--- config.mk ---
export PLATFORM = sky130hd
export DESIGN_NAME = pong_collision_engine
export DESIGN_NICKNAME = d
export VERILOG_FILES = /design/src/rtl/pong_collision_engine.sv
export SDC_FILE = /design/constraint.sdc
export NUM_CORES = 1
export LEC_CHECK = 0
export BUFFER_PORTS_ARGS = -buffer_cell sky130_fd_sc_hd__buf_2
export CORE_MARGIN = 4
export CORE_UTILIZATION = 40
export DETAILED_ROUTE_END_ITERATION = 6
export SLEW_MARGIN = 20
export SYNTH_ARGS = -nofsm -noshare
export SYNTH_HDL_FRONTEND = slang
export SYNTH_SLANG_ARGS = --single-unit
--- constraint.sdc ---
create_clock -name clk -period 2.7 [get_ports clk]
set_input_delay 0.405 -clock clk [delete_from_list [all_inputs] [get_ports clk]]
set_output_delay 0.405 -clock clk [all_outputs]
set_load 0.03 [all_outputs]
--- src/rtl/pong_collision_engine.sv ---
// pong_collision_engine
// Frame-rate collision and scoring engine for the Pong datapath.
// On every frame strobe it compares the ball position against both paddles and
// the wall rows. It emits one-cycle hit/point pulses, keeps both scores and
// detects the end of the game.
//
// Ports
//   clk, rst_n          clock, asynchronous active-low reset
//   tick                frame strobe; bx/by/p1y/p2y sampled only when high
//   clr_scores          synchronous new-game request (beats tick)
//   bx, by              ball position
//   p1y, p2y            paddle top rows
//   paddle_hit          pulse: ball struck a paddle
//   hit_side            0 = left paddle, 1 = right paddle (valid with paddle_hit)
//   hit_offset          by - paddle top (valid with paddle_hit)
//   wall_hit            pulse: ball on the top or bottom wall row
//   point_p1, point_p2  pulse: that player scored
//   score1, score2      current scores
//   game_over, winner   level in OVER; winner 0 = player 1, 1 = player 2
module pong_collision_engine #(
    parameter int unsigned X_W       = 6,
    parameter int unsigned Y_W       = 6,
    parameter int unsigned FIELD_H   = 64,
    parameter int unsigned PADDLE_H  = 6,
    parameter int unsigned P1_X      = 2,
    parameter int unsigned P2_X      = 61,
    parameter int unsigned SCORE_W   = 4,
    parameter int unsigned WIN_SCORE = 11
) (
    input  logic                        clk,
    input  logic                        rst_n,
    input  logic                        tick,
    input  logic                        clr_scores,
    input  logic [X_W-1:0]              bx,
    input  logic [Y_W-1:0]              by,
    input  logic [Y_W-1:0]              p1y,
    input  logic [Y_W-1:0]              p2y,
    output logic                        paddle_hit,
    output logic                        hit_side,
    output logic [$clog2(PADDLE_H)-1:0] hit_offset,
    output logic                        wall_hit,
    output logic                        point_p1,
    output logic                        point_p2,
    output logic [SCORE_W-1:0]          score1,
    output logic [SCORE_W-1:0]          score2,
    output logic                        game_over,
    output logic                        winner
);

    localparam int unsigned OFF_W = $clog2(PADDLE_H);
    // One extra bit so a paddle near the bottom row never wraps through 0.
    localparam int unsigned E_W   = Y_W + 1;

    typedef enum logic [1:0] {
        S_PLAY   = 2'd0,
        S_SCORED = 2'd1,
        S_OVER   = 2'd2
    } state_t;

    state_t               r_state;
    logic                 r_paddle_hit;
    logic                 r_hit_side;
    logic [OFF_W-1:0]     r_hit_offset;
    logic                 r_wall_hit;
    logic                 r_point_p1;
    logic                 r_point_p2;
    logic [SCORE_W-1:0]   r_score1;
    logic [SCORE_W-1:0]   r_score2;
    logic                 r_game_over;
    logic                 r_winner;

    logic [E_W-1:0]       w_by_e;
    logic [E_W-1:0]       w_p1_lo;
    logic [E_W-1:0]       w_p1_hi;
    logic [E_W-1:0]       w_p2_lo;
    logic [E_W-1:0]       w_p2_hi;
    logic                 w_in1;
    logic                 w_in2;
    logic [OFF_W-1:0]     w_off1;
    logic [OFF_W-1:0]     w_off2;
    logic                 w_at1;
    logic                 w_at2;
    logic                 w_wall;
    logic [SCORE_W-1:0]   w_s1_inc;
    logic [SCORE_W-1:0]   w_s2_inc;
    logic                 w_s1_win;
    logic                 w_s2_win;

    // Paddle range tests on widened coordinates.
    assign w_by_e  = E_W'(by);
    assign w_p1_lo = E_W'(p1y);
    assign w_p2_lo = E_W'(p2y);
    assign w_p1_hi = w_p1_lo + E_W'(PADDLE_H - 1);
    assign w_p2_hi = w_p2_lo + E_W'(PADDLE_H - 1);
    assign w_in1   = (w_by_e >= w_p1_lo) && (w_by_e <= w_p1_hi);
    assign w_in2   = (w_by_e >= w_p2_lo) && (w_by_e <= w_p2_hi);
    assign w_off1  = OFF_W'(by - p1y);
    assign w_off2  = OFF_W'(by - p2y);

    assign w_at1   = (bx == X_W'(P1_X));
    assign w_at2   = (bx == X_W'(P2_X));
    assign w_wall  = (by == Y_W'(0)) || (by == Y_W'(FIELD_H - 1));

    assign w_s1_inc = r_score1 + SCORE_W'(1);
    assign w_s2_inc = r_score2 + SCORE_W'(1);
    assign w_s1_win = (w_s1_inc == SCORE_W'(WIN_SCORE));
    assign w_s2_win = (w_s2_inc == SCORE_W'(WIN_SCORE));

    // Game FSM with registered pulses and scores.
    always_ff @(posedge clk or negedge rst_n) begin
        if (!rst_n) begin
            r_state      <= S_PLAY;
            r_paddle_hit <= 1'b0;
            r_hit_side   <= 1'b0;
            r_hit_offset <= '0;
            r_wall_hit   <= 1'b0;
            r_point_p1   <= 1'b0;
            r_point_p2   <= 1'b0;
            r_score1     <= '0;
            r_score2     <= '0;
            r_game_over  <= 1'b0;
            r_winner     <= 1'b0;
        end else begin
            r_paddle_hit <= 1'b0;
            r_wall_hit   <= 1'b0;
            r_point_p1   <= 1'b0;
            r_point_p2   <= 1'b0;

            if (clr_scores) begin
                r_state     <= S_PLAY;
                r_score1    <= '0;
                r_score2    <= '0;
                r_game_over <= 1'b0;
                r_winner    <= 1'b0;
            end else if (tick) begin
                case (r_state)
                    S_PLAY: begin
                        // Wall check is independent of the column checks.
                        r_wall_hit <= w_wall;
                        if (w_at1) begin
                            if (w_in1) begin
                                r_paddle_hit <= 1'b1;
                                r_hit_side   <= 1'b0;
                                r_hit_offset <= w_off1;
                            end else begin
                                r_point_p2 <= 1'b1;
                                r_score2   <= w_s2_inc;
                                if (w_s2_win) begin
                                    r_state     <= S_OVER;
                                    r_game_over <= 1'b1;
                                    r_winner    <= 1'b1;
                                end else begin
                                    r_state <= S_SCORED;
                                end
                            end
                        end else if (w_at2) begin
                            if (w_in2) begin
                                r_paddle_hit <= 1'b1;
                                r_hit_side   <= 1'b1;
                                r_hit_offset <= w_off2;
                            end else begin
                                r_point_p1 <= 1'b1;
                                r_score1   <= w_s1_inc;
                                if (w_s1_win) begin
                                    r_state     <= S_OVER;
                                    r_game_over <= 1'b1;
                                    r_winner    <= 1'b0;
                                end else begin
                                    r_state <= S_SCORED;
                                end
                            end
                        end
                    end
                    S_SCORED: begin
                        // Wait for the ball to leave both scoring columns; this tick is not evaluated.
                        if (!w_at1 && !w_at2) begin
                            r_state <= S_PLAY;
                        end
                    end
                    S_OVER: begin
                        r_state <= S_OVER;
                    end
                    default: begin
                        r_state <= S_PLAY;
                    end
                endcase
            end
        end
    end

    assign paddle_hit = r_paddle_hit;
    assign hit_side   = r_hit_side;
    assign hit_offset = r_hit_offset;
    assign wall_hit   = r_wall_hit;
    assign point_p1   = r_point_p1;
    assign point_p2   = r_point_p2;
    assign score1     = r_score1;
    assign score2     = r_score2;
    assign game_over  = r_game_over;
    assign winner     = r_winner;

endmodule

* Word level (Yosys, flattened, before mapping)
Index checks and enable logic that the tools add are counted.
** Storage, ports and cells
- Register bits :: 20
- Output and inout bits :: 18
** Cells by class
- $add $sub $neg :: 6
- Magnitude comparators :: 4
- Equality and inequality tests :: 18
- Multiplexer cells :: 66
- Bitwise operators :: 1
- Reductions and logical operators :: 21
** Operators by type and width (number)
- $mux W4 :: 11
- $mux W1 :: 41
- $mux W2 :: 9
- $add A6 B3 Y7 const B :: 2
- $le A6 B7 Y1 :: 2
- $eq A6 B6 Y1 const B :: 2
- $ge A6 B6 Y1 :: 2
- $mux W3 :: 4
- $ne A4 B4 Y1 const B :: 3
- $reduce_bool A2 Y1 :: 6
- $reduce_and A5 Y1 :: 2
- $add A4 B1 Y4 const B :: 2
- $eq A4 B4 Y1 const B :: 2
- $ne A2 B2 Y1 const B :: 4
- $reduce_and A7 Y1 :: 1
- $eq A6 B2 Y1 const B :: 1
- $logic_not A6 Y1 :: 1
- $ne A3 B2 Y1 const B :: 2
- $ne A3 B3 Y1 const B :: 2
- $pmux W2 S3 :: 1
- $reduce_and A6 Y1 :: 1
- $reduce_bool A3 Y1 :: 2
- $sub A3 B3 Y3 :: 2
- $reduce_and A4 Y1 :: 1
- other kinds (7) :: 10

* Longest topological paths before layout
- Depth after elaboration :: 9
- Depth in mapped cells :: 10

* Least setup slack after synthesis
OpenSTA, ideal clock, no wires.
- Kind :: input to register
- Start point :: input p1y[0]
- End point :: register r_hit_offset[2] (netlist: hit_offset[2])
- Setup time :: 0.125 ns
- Arrival :: 2.532 ns
- Path slack :: 0.043 ns
- Stages on the path :: 10
- Path through :: ha_1 o21ai_0 xnor2_1 ha_1 a21oi_1 nor2b_1 o31ai_1 nand3_1 a21oi_2 mux2_2
** Between the ends
- Cells in the longest elaborated chain, start to end :: 5
- Elaborated cells on any way between the ends :: 9
- Classes of those cells :: add/sub: 2; order compare: 2; eq/ne: 1; mux: 2; reduce/logical: 2
** RTL lines
- from (decl) :: RTL line 36 : input logic [Y_W-1:0] p1y,
- $add A6 B3 Y7 :: RTL line 93 : assign w_p1_hi = w_p1_lo + E_W'(PADDLE_H - 1);
- $le A6 B7 Y1 :: RTL line 95 : assign w_in1 = (w_by_e >= w_p1_lo) && (w_by_e <= w_p1_hi);
- $logic_and A1 B1 Y1 :: RTL line 95
- $ne A2 B2 Y1 (no line)
- $reduce_and A6 Y1 (no line)
- to (signal assigned) :: RTL line 144 : r_hit_offset <= w_off1;
- to (signal assigned) :: RTL line 160 : r_hit_offset <= w_off2;
- to (decl) :: RTL line 63 : logic [OFF_W-1:0] r_hit_offset;
Parallel ways exist; a longest one is shown, timed or not. The select of a mux whose other input is x is not followed.
A chain may end at the register's enable or synchronous reset.

* Worst setup path in the final report
- Start point :: input p2y[0]
- End point :: register r_score1[3] (netlist: score1[3])
** Between the ends
- Cells in the longest elaborated chain, start to end :: 5
- Elaborated cells on any way between the ends :: 6
- Classes of those cells :: add/sub: 1; order compare: 2; eq/ne: 1; reduce/logical: 2
** RTL lines
- from (decl) :: RTL line 37 : input logic [Y_W-1:0] p2y,
- $add A6 B3 Y7 :: RTL line 94 : assign w_p2_hi = w_p2_lo + E_W'(PADDLE_H - 1);
- $le A6 B7 Y1 :: RTL line 96 : assign w_in2 = (w_by_e >= w_p2_lo) && (w_by_e <= w_p2_hi);
- $logic_and A1 B1 Y1 (*) :: RTL line 96
- $ne A2 B2 Y1 (no line) (*)
- $reduce_and A5 Y1 (no line) (*)
- to (signal assigned) :: RTL line 163 : r_score1 <= w_s1_inc;
- to (decl) :: RTL line 67 : logic [SCORE_W-1:0] r_score1;
Mark *: on every way between the ends. The rest lies on a longest branch, timed or not.

==> results.toml <==
[global_routing]
antenna_found_initial = 0
grt_max_degree = 21
grt_overflow_total = 0
grt_pass1_vias = 1673
grt.total_usage_pct = 15.56
grt_pass1_wl_um = 7617

[logic_synthesis]
syn-num-nets = 274
synth_edf_count = 0
synthFlopType = "dfrtp_1"
synth.distinct_cells = 44
synth_warnings = 0
seq_area_frac_synth_pct = 26.74
netlist_area_um2 = 1872
async_reset_ff_share_pct = 100.0
synth_area_per_cell_um2 = 8.747
ys_top_cells_by_area = "dfrtp_1 (27%), ha_1 (21%), inv_1 (5.2%), xnor2_1 (5.1%), a21oi_1 (4.3%)"
ys_seq_elements = 20
synthCells = 214
synth_top_area_share_pct = 26.74
synth_top_area_cell = "dfrtp_1"

[finish]
insertedDiodeCount = 0
fin_nets = 339
fillers = 431
area_growth_syn_to_layout_pct = 25.07
drive_above_1_share_pct = 26.98

[detailed_routing]
dr.pass1.iters = 4
drt_iter0_markers = 73
wirelength_um = 4293
post_drt_wl_per_cell_um = 13.01
drc = 0
dr_total_vias = 1712
via_per_inst = 5.188
ant_nets = 0

[clock_network]
clock_path_buffers = 2
cts_hold_buf = 0
cts-root-buf = "clkbuf_8"
clk_latency_ns = 0.25
htreeDepth = 1
cts_sinks = 20
clk_pin_slew_worst_paths_ns = 0.07
cts_buffers = 3
cts_tree = "yes"

[floorplanning]
fp.dieW_um = 76.41
initial_core_util_pct = 42.12
die_y_um = 76.41
row_count = 24
core_area_um2 = 4444
ioPinCount = 46
fp.dieArea_um2 = 5838

[outcome]
status = "complete, no violations"

[timing]
slew_headroom_pct = 62.04
slew_viol_final = 0
fin_skew_ns = 0.0009463
setup-tns-final_ns = 0
layout_setup_ws_ns = 0.1996
fmax_mhz = 399.9
finalCriticalPeriod_ns = 2.500
worst_pin_slew_ns = 0.5634
finalSetupViolCount = 0
fin_crit_sh_pct = 92.61
hold_viol = 0
rsz0062_at_grt = "no"

[worst_setup_path]
worst-setup-path-type = "input port to register"
startpoint_type = "input port"
worst_setup_path_end_kind = "register"
cp.required_ns = 2.87
worstPathArrival_ns = 2.67
crit_fanout = 3

[min_path]
hp-class = "input port to asynchronous set/reset pin"

[placed_design]
place_ws_ns = -0.1296
io_buffers = 45
dpl.hpwl_um = 3608
gp_congestion = 0.7995

[pwr]
p_leak_nw = 1.212
peakVddDrop_mv = 0.1630
p_per_area_nw_per_um2 = 324.7

[run]
drv_cap = 0
[cell usage in the layout, fill, tap and decap left out, types with 3 or more instances in the layout]
cell type  netlist  final
a21o_1           4      4
a21oi_1         16     16
a31oi_1          4      4
buf_2            1     45
buf_4            0     17
clkbuf_8         0      4
dfrtp_1         20     20
ha_1            31     31
inv_1           26     26
mux2i_1          5      5
nand2_1         12     12
nand3_1         10     10
nand3b_1         5      5
nor2_1          16     16
nor2b_1          4      4
o211ai_1         4      4
o21ai_0         10     10
xnor2_1         11     11
xor2_1           3      3
[logic make-up (layout without fill, tap and decap cells)]
logic type	after synthesis	in the layout	share of synthesized area [%]
buffers and inverters	28	92	5.681
multiplexers	6	6	3.275
adder cells (fa/ha/maj)	32	32	21.79
AO/OA/AOI/OAI	55	55	19.85
AND/OR/NAND/NOR	59	59	16.11
flip-flops	20	20	26.74
XOR/XNOR	14	14	6.551
[report_power, final]
| part | switching [mW] | leakage [nW] | total (mW) | internal (mW) |
|---|---|---|---|---|
| sequential | 0.00254 | 0.269 | 0.307 | 0.305 |
| clock | 0.0950 | 0.0288 | 0.225 | 0.130 |
| combinational | 0.127 | 0.914 | 0.229 | 0.102 |
[final cells by class]
| class | count | area [um2] | share of cell area (%) |
|---|---|---|---|
| well taps | 52 | 65.06 | 2.779 |
| repair buffers | 62 | 352.8 | 15.07 |
| inverters | 26 | 97.59 | 4.169 |
| multi-input cells | 166 | 1270 | 54.25 |
| flip-flops and latches | 20 | 500.5 | 21.38 |
| clock buffers | 4 | 55.05 | 2.352 |
[synthesized netlist by cell type, drive strengths merged, types with 2 or more instances]
cell type and count:
a21bo 2, a21o 4, a21oi 17, a221oi 2
a31oi 4, dfrtp 20, ha 31, inv 26
mux2i 5, nand2 12, nand3 10, nand3b 5
nor2 16, nor2b 4, nor3 2, o211ai 4
o21ai 11, o31ai 3, o32a 2, or4 2
xnor2 11, xor2 3
[per-stage QoR]
step	instances	hold slack [ns]	util [%]	area, um2	power, mW
2_1_floorplan	214	0.1094	-	1872	0.4480
3_3_place_gp	326	0.3814	51.32	2281	0.5393
5_1_grt	330	0.1246	52.67	2341	0.8165
3_5_place_dp	326	0.3833	51.32	2281	0.5416
6_report	330	0.08980	52.67	2341	0.7602
4_1_cts	330	0.1035	52.56	2336	0.7693
[worst max-delay path, cell delays in order]
cell and delay [ns]:
buf_2 0.11, ha_1 0.22, o21ai_0 0.20, xnor2_1 0.14
ha_1 0.26, nand3_1 0.11, o32a_2 0.16, o31ai_2 0.07
a2111o_1 0.43, or4_1 0.48, o31ai_1 0.08
[flip-flops by register name (all words and copies together), names as in the netlist]
| signal | count |
|---|---|
| wall_hit | 1 |
| paddle_hit | 1 |
| point_p1 | 1 |
| r_state | 2 |
| winner | 1 |
| score1 | 4 |
| hit_side | 1 |
| score2 | 4 |
| hit_offset | 3 |
| game_over | 1 |
| point_p2 | 1 |
[what timing repair did]
action | CTS | global route
setup endpoints to repair | 0 | 3
setup buffers | 0 | 0
gates resized for setup | 0 | 1
[worst paths after layout]
path                       startpoint       endpoint  slack, ns  cells past startpoint
max                            p2y[0]      score1[3]       0.20                     11
min                             rst_n  hit_offset[2]       0.09                      1
max reg2reg                 score2[0]         winner       0.84                      6
min reg2reg                r_state[0]     r_state[1]       0.51                      1
max in group asynchronous       rst_n      score1[0]       2.29                      1
min in group clk                 tick     r_state[1]       0.41                      2
[layer usage]
metal  track usage, %  routed length (um)  vias to the layer above  share of wire, %
li1                 -                   -                      891                 -
met1            23.11                2216                      791                52
met2            24.08                1889                       28                44
met3            3.310                 176                        2               4.1
met4            1.087                  11                        0              0.26
met5                0                   0                        -                 0
Power figures use the tool's default switching activity.
